`config.mk`:
```
export PLATFORM = sky130hd
export DESIGN_NAME = screen_scanout
export DESIGN_NICKNAME = d
export VERILOG_FILES = /design/src/rtl/screen_scanout.sv
export SDC_FILE = /design/constraint.sdc
export NUM_CORES = 1
export LEC_CHECK = 0
export BUFFER_PORTS_ARGS = -buffer_cell sky130_fd_sc_hd__buf_2
export CORE_AREA = 2 2 68 70
export CTS_CLUSTER_DIAMETER = 200
export CTS_CLUSTER_SIZE = 30
export DETAILED_ROUTE_END_ITERATION = 8
export DIE_AREA = 0 0 70 72
export PLACE_DENSITY_LB_ADDON = 0.1
export SLEW_MARGIN = 20
export SYNTH_ARGS = -nofsm -noshare
export SYNTH_HDL_FRONTEND = slang
export SYNTH_SLANG_ARGS = --single-unit
```
`constraint.sdc`:
```
create_clock -name clk50 -period 2.8 [get_ports clk50]
set_input_delay 0.56 -clock clk50 [delete_from_list [all_inputs] [get_ports clk50]]
set_output_delay 0.56 -clock clk50 [all_outputs]
set_load 0.1 [all_outputs]
```
`src/rtl/screen_scanout.sv`:
```
// Hack 512x256 monochrome screen to 3-bit VGA colour. Three-clock pipeline:
// address/window decode, RAM read, colour select; syncs ride alongside.
module screen_scanout #(
  parameter int   X_OFF     = 64,
  parameter int   Y_OFF     = 112,
  parameter logic SYNC_IDLE = 1'b1
) (
  input  logic        clk50,
  input  logic        rst_n,
  input  logic [9:0]  counter_x,
  input  logic [9:0]  counter_y,
  input  logic        in_display_area,
  input  logic        hsync_in,
  input  logic        vsync_in,
  input  logic [2:0]  fg_color,
  input  logic [2:0]  bg_color,
  input  logic [2:0]  border_color,
  input  logic        enable,
  output logic [12:0] scr_addr,
  output logic        scr_rd_en,
  input  logic [15:0] scr_data,
  output logic [2:0]  pix,
  output logic        hsync_out,
  output logic        vsync_out,
  output logic        frame_start
);

  localparam logic [10:0] X_LO = 11'(X_OFF);
  localparam logic [10:0] X_HI = 11'(X_OFF + 511);
  localparam logic [10:0] Y_LO = 11'(Y_OFF);
  localparam logic [10:0] Y_HI = 11'(Y_OFF + 255);

  logic [10:0] cx, cy;
  logic        in_win, at_origin;
  logic [8:0]  x_rel;
  logic [7:0]  y_rel;

  // index 0 = stage 1, index 1 = stage 2
  logic [1:0]       de_pipe, win_pipe, hs_pipe, vs_pipe;
  logic [1:0][3:0]  bit_pipe;

  logic [2:0] fg_sh, bg_sh, border_sh;
  logic       en_sh;
  logic [2:0] pix_next;

  assign cx        = {1'b0, counter_x};
  assign cy        = {1'b0, counter_y};
  assign in_win    = in_display_area && (cx >= X_LO) && (cx <= X_HI)
                                     && (cy >= Y_LO) && (cy <= Y_HI);
  assign x_rel     = 9'(counter_x - 10'(X_OFF));
  assign y_rel     = 8'(counter_y - 10'(Y_OFF));
  assign at_origin = (counter_x == 10'd0) && (counter_y == 10'd0);

  // bit 0 of a word is the leftmost pixel, so the column nibble indexes directly
  always_comb begin
    pix_next = 3'b000;
    if (!de_pipe[1])                   pix_next = 3'b000;
    else if (!win_pipe[1])             pix_next = border_sh;
    else if (!en_sh)                   pix_next = bg_sh;
    else if (scr_data[bit_pipe[1]])    pix_next = fg_sh;
    else                               pix_next = bg_sh;
  end

  always_ff @(posedge clk50) begin
    if (!rst_n) begin
      scr_addr    <= '0;
      scr_rd_en   <= 1'b0;
      de_pipe     <= '0;
      win_pipe    <= '0;
      hs_pipe     <= {2{SYNC_IDLE}};
      vs_pipe     <= {2{SYNC_IDLE}};
      bit_pipe    <= '0;
      pix         <= 3'b000;
      hsync_out   <= SYNC_IDLE;
      vsync_out   <= SYNC_IDLE;
      frame_start <= 1'b0;
      fg_sh       <= 3'b111;
      bg_sh       <= 3'b000;
      border_sh   <= 3'b000;
      en_sh       <= 1'b0;
    end else begin
      scr_rd_en <= in_win;
      if (in_win) scr_addr <= {y_rel, x_rel[8:4]};
      de_pipe   <= {de_pipe[0], in_display_area};
      win_pipe  <= {win_pipe[0], in_win};
      hs_pipe   <= {hs_pipe[0], hsync_in};
      vs_pipe   <= {vs_pipe[0], vsync_in};
      bit_pipe  <= {bit_pipe[0], x_rel[3:0]};

      pix       <= pix_next;
      hsync_out <= hs_pipe[1];
      vsync_out <= vs_pipe[1];

      // colours/enable are latched once per frame so mid-frame writes never tear
      frame_start <= at_origin;
      if (at_origin) begin
        fg_sh     <= fg_color;
        bg_sh     <= bg_color;
        border_sh <= border_color;
        en_sh     <= enable;
      end
    end
  end

endmodule

```
# Yosys cells after proc, flatten, opt, wreduce, memory -nomap -nowiden
# Index checks and enable logic that the tools add are counted.
totals:
  reg_bits: 46
  inputBits: 51
  out_inout_bits: 20
classes:
  addsub: 2
  n_lt_le_gt_ge: 5
  n_mux: 5
  reduce_logical: 8
ops:
  columns: ["operator", "n"]
  rows:
  - ["greater-or-equal comparator 10 x 7 -> 1 bit, second input constant", 2]
  - ["logical NOT 10 bit", 2]
  - ["less-or-equal comparator 10 bit, second input constant", 1]
  - ["less-or-equal comparator 10 x 9 -> 1 bit, second input constant", 1]
  - ["two-way mux 3 bit", 3]
  - ["subtractor 9 x 7 -> 9 bit, second input constant", 1]
  - ["subtractor 8 x 7 -> 8 bit, second input constant", 1]
  - ["logical AND 1 bit", 5]
  - ["< comparator 4 x 5 -> 1 bit, second input constant", 1]
  - ["binary-select mux 1 bit (select 4 bit)", 1]
  - ["AND reduction 2 bit", 1]
  - ["two-way mux 1 bit", 1]

# Logic depth before layout (Yosys ltp)
logic_depth:
  word_depth: 5
  mapped_depth: 9
  ltp_nobuf: 7

# Worst setup path after synthesis
# No wires, ideal clock.
synth_path:
  kind: "input to register"
  from: "in counter_x[7]"
  to: "reg fg_sh[0]"
  setup_ps: 125
  arrival_ps: 2153
  required_time_ps: 2675
  setup_slack_ps: 522
  stages: 8
  path_buffers: 1
  cell_sequence: "inv_1 -> ha_1 -> or3b_1 -> or4_4 -> nor3_2 -> buf_6 -> mux2i_1 -> nand2_1"
synth_via:
  elab_chain_len: 2
synth_lines:
  columns: ["element", "line_no", "text"]
  rows:
  - ["from (decl)", "10", "input logic [9:0] counter_x,"]
  - ["logical NOT 10 bit", "52", "assign at_origin = (counter_x == 10'd0) && (counter_y == 10'd0);"]
  - ["logical AND 1 bit", "52", null]
  - ["to (signal assigned)", "97", "fg_sh <= fg_color;"]
  - ["to (decl)", "42", "logic [2:0] fg_sh, bg_sh, border_sh;"]
# No other way between the ends.
# A chain may end at the register's enable or synchronous reset.

# Final worst setup path
layout_path:
  from: "in counter_x[6]"
  to: "reg fg_sh[2]"
# Same word-level chain as after synthesis.

==> run_results.csv <==
group,metric,value,unit
pwr,powerDensity,563.5,nW/µm²
cells_and_area,antenna_cells,0,
cells_and_area,final_cell_mix,"buf_2 (70), dfxtp_1 (45), nor2_1 (23)",
logic_synthesis,synth_edf_count,0,
critical_path,crit_start,"counter_x[6]",
critical_path,rr_startpoint,"bit_pipe[4]$_SDFF_PN0_",
cells_and_area,drive_gt1_frac,0.3438,
global_routing,grt_pass1_vias,1466,
clock_tree,worstSkewPairLatency,0.30,ns
run,drv_cap,0,
global_routing,grt-ovfl-total,0,
floorplan,rows,24,
clock_tree,cts.sinks,45,
logic_synthesis,ys_async_sr_fraction,0,
clock_tree,cts_made_buffers,5,
global_routing,grt_max_degree,23,
critical_path,crit_end,"fg_sh[2]$_SDFFE_PN1P_",
floorplan,start_util,0.4325,
critical_path,rrSetupSlack,1.01,ns
worst_hold_path,hold_path.class,"reg2reg",
clock_tree,tritoncts,"done",
critical_path,crit_path_max_fanout,10,
sta,timing.final.hold_violations,0,
cells_and_area,fin_util,0.5563,
sta,relSlewSlack,0.5354,
placed_design,portBuffers,70,
global_routing,grt_pass1_wl,6.375,mm
floorplan,die_x,70,µm
logic_synthesis,syn_area_per_cell,10.13,µm²
sta,min_period,2.205,ns
critical_path,worstSetupStartpointType,"primary input",
clock_tree,root_buffer,"clkbuf_8",
cells_and_area,final_common_cell,"buf_2",
placed_design,gp_congestion,0.7559,
clock_tree,htree_levels,2,
sta,tightest_slew,0.6962,ns
cells_and_area,fin_nets,311,
sta,rsz0062_at_grt,"false",
clock_tree,postCtsSetupRepairBufs,0,
floorplan,die_h,72,µm
critical_path,crit_type,"in2reg",
floorplan,die_area,5040,µm²
route,first_pass_iters,4,
critical_path,r2r_end,"pix[0]$_SDFF_PN0_",
logic_synthesis,yosysWarnings,0,
worst_hold_path,hold_depth,1,
pwr,ir_drop,0.0003832,V
cells_and_area,instances_no_fill,308,
route,detail_route.iter0.violations,58,
route,drc,0,
route,vias_per_cell,4.880,
logic_synthesis,synth-seq-cells,45,
clock_tree,clk_pin_slew,0.09,ns
clock_tree,ctsHoldBuffers,0,
logic_synthesis,synthCells,182,
global_routing,grt.total_usage,0.1588,
route,wl_per_cell,12.06,µm
sta,fin_skew,0.006734,ns
critical_path,crit_required,2.99,ns
placed_design,dp.cells,300,
pwr,finalPower,1.337,mW
pwr,p_leak,1.012,nW
floorplan,io_pins,71,
sta,fmax,0.4536,GHz
logic_synthesis,synth_seq_area_share,0.4885,
sta,finalMaxSlewViolations,0,
route,routed_wl,3.716,mm
logic_synthesis,synth_cell_types,34,
critical_path,cp-end-kind,"flop",
clock_tree,clk_path_buf_depth,2,
logic_synthesis,synth_nets,238,
route,ant_nets,0,
logic_synthesis,synth_area,1844,µm²
sta,setup-violations-final,0,
placed_design,dp_hpwl,2.872,mm
critical_path,cp.arrival,2.40,ns
sta,finalSetupTns,0,ns
logic_synthesis,synthFlopType,"dfxtp_1",
outcome,outcome,"complete, no violations",
critical_path,r2r_cells,5,
sta,fin_crit_sh,0.7874,
cells_and_area,area_delta_synth_final,28.63,%
route,num_vias,1503,
global_routing,antenna_found_initial,0,
sta,whs,0.4082,ns
clock_tree,cts_resized,0,
floorplan,core_area,4264,µm²
worst min-delay path by stage:
stage                           from               endpoint
2_1_floorplan  hs_pipe[0]$_SDFF_PN1_  hs_pipe[1]$_SDFF_PN1_
3_3_place_gp   hs_pipe[0]$_SDFF_PN1_  hs_pipe[1]$_SDFF_PN1_
3_5_place_dp   vs_pipe[0]$_SDFF_PN1_  vs_pipe[1]$_SDFF_PN1_
4_1_cts        vs_pipe[0]$_SDFF_PN1_  vs_pipe[1]$_SDFF_PN1_
5_1_grt        vs_pipe[0]$_SDFF_PN1_  vs_pipe[1]$_SDFF_PN1_
6_report       vs_pipe[0]$_SDFF_PN1_  vs_pipe[1]$_SDFF_PN1_
layout make-up:
type	instances	area (µm²)
inverter	6	22.52
clock inverter	2	37.54
sequential	45	900.9
clock buffer	6	82.58
timing repair buffer	74	380.4
fill	401	1892
tap	52	65.06
multi-input combinational	123	883.3
cells in the mapped netlist (3+ instances only):
cell type / n / area share
and2_1: 13 / 0.044
nor2_1: 23 / 0.047
nand3_1: 6 / 0.016
inv_1: 6 / 0.012
a211oi_1: 4 / 0.016
mux2i_1: 20 / 0.11
clkbuf_1: 4 / 0.0081
o21ai_0: 6 / 0.016
nor2b_1: 4 / 0.014
a31oi_1: 5 / 0.017
nor4_1: 3 / 0.010
dfxtp_1: 45 / 0.49
nand2_1: 8 / 0.016
nand2b_1: 8 / 0.027
ha_1: 5 / 0.034
report_power, final:
group	total, mW	internal [mW]	switching [mW]
combinational	0.169	0.0608	0.108
sequential	0.665	0.657	0.00785
clock	0.503	0.290	0.213
worst max-delay path, cell delays in order:
cell and delay (ns):
buf_2 0.11, inv_1 0.05, ha_1 0.17, or3b_1 0.37, or4_4 0.43, nor3_2 0.18
buf_4 0.23, mux2i_1 0.22, nand2_1 0.07
state kept, by name (all words and copies together), names as in the netlist:
register,cells
fg_sh,3
frame_start,1
hs_pipe,2
en_sh,1
border_sh,3
bg_sh,3
scr_addr,13
vs_pipe,2
vsync_out,1
hsync_out,1
win_pipe,2
bit_pipe,8
de_pipe,2
pix,3
cells by family (layout without fill, tap and decap cells):
| logic type | after synthesis | count (layout) | share of synthesized area |
|---|---|---|---|
| buf+inv | 14 | 88 | 0.03934 |
| simple gates | 72 | 72 | 0.2076 |
| mux | 22 | 22 | 0.1330 |
| flops | 45 | 45 | 0.4885 |
| compound gates | 22 | 22 | 0.08820 |
| xor+xnor | 2 | 2 | 0.009500 |
| fa+ha+maj | 5 | 5 | 0.03392 |
stage by stage:
step / setup slack (ns) / area (µm²)
finish: 0.5952 / 2372
detailed placement: 0.2513 / 2252
floorplan: 0.5219 / 1844
global placement: 0.3113 / 2252
CTS: 0.5799 / 2372
global route: 0.4536 / 2372
layer usage:
| layer | GRT usage | up-vias | wire [µm] |
|---|---|---|---|
| met2 | 0.2783 | 54 | 1763 |
| met3 | 0.05000 | 6 | 292 |
| met4 | 0.05769 | 0 | 53 |
| met1 | 0.1836 | 666 | 1606 |
| li1 | - | 777 | - |
| met5 | 0 | - | 0 |
Note: power is estimated with default switching activity, not from simulation.
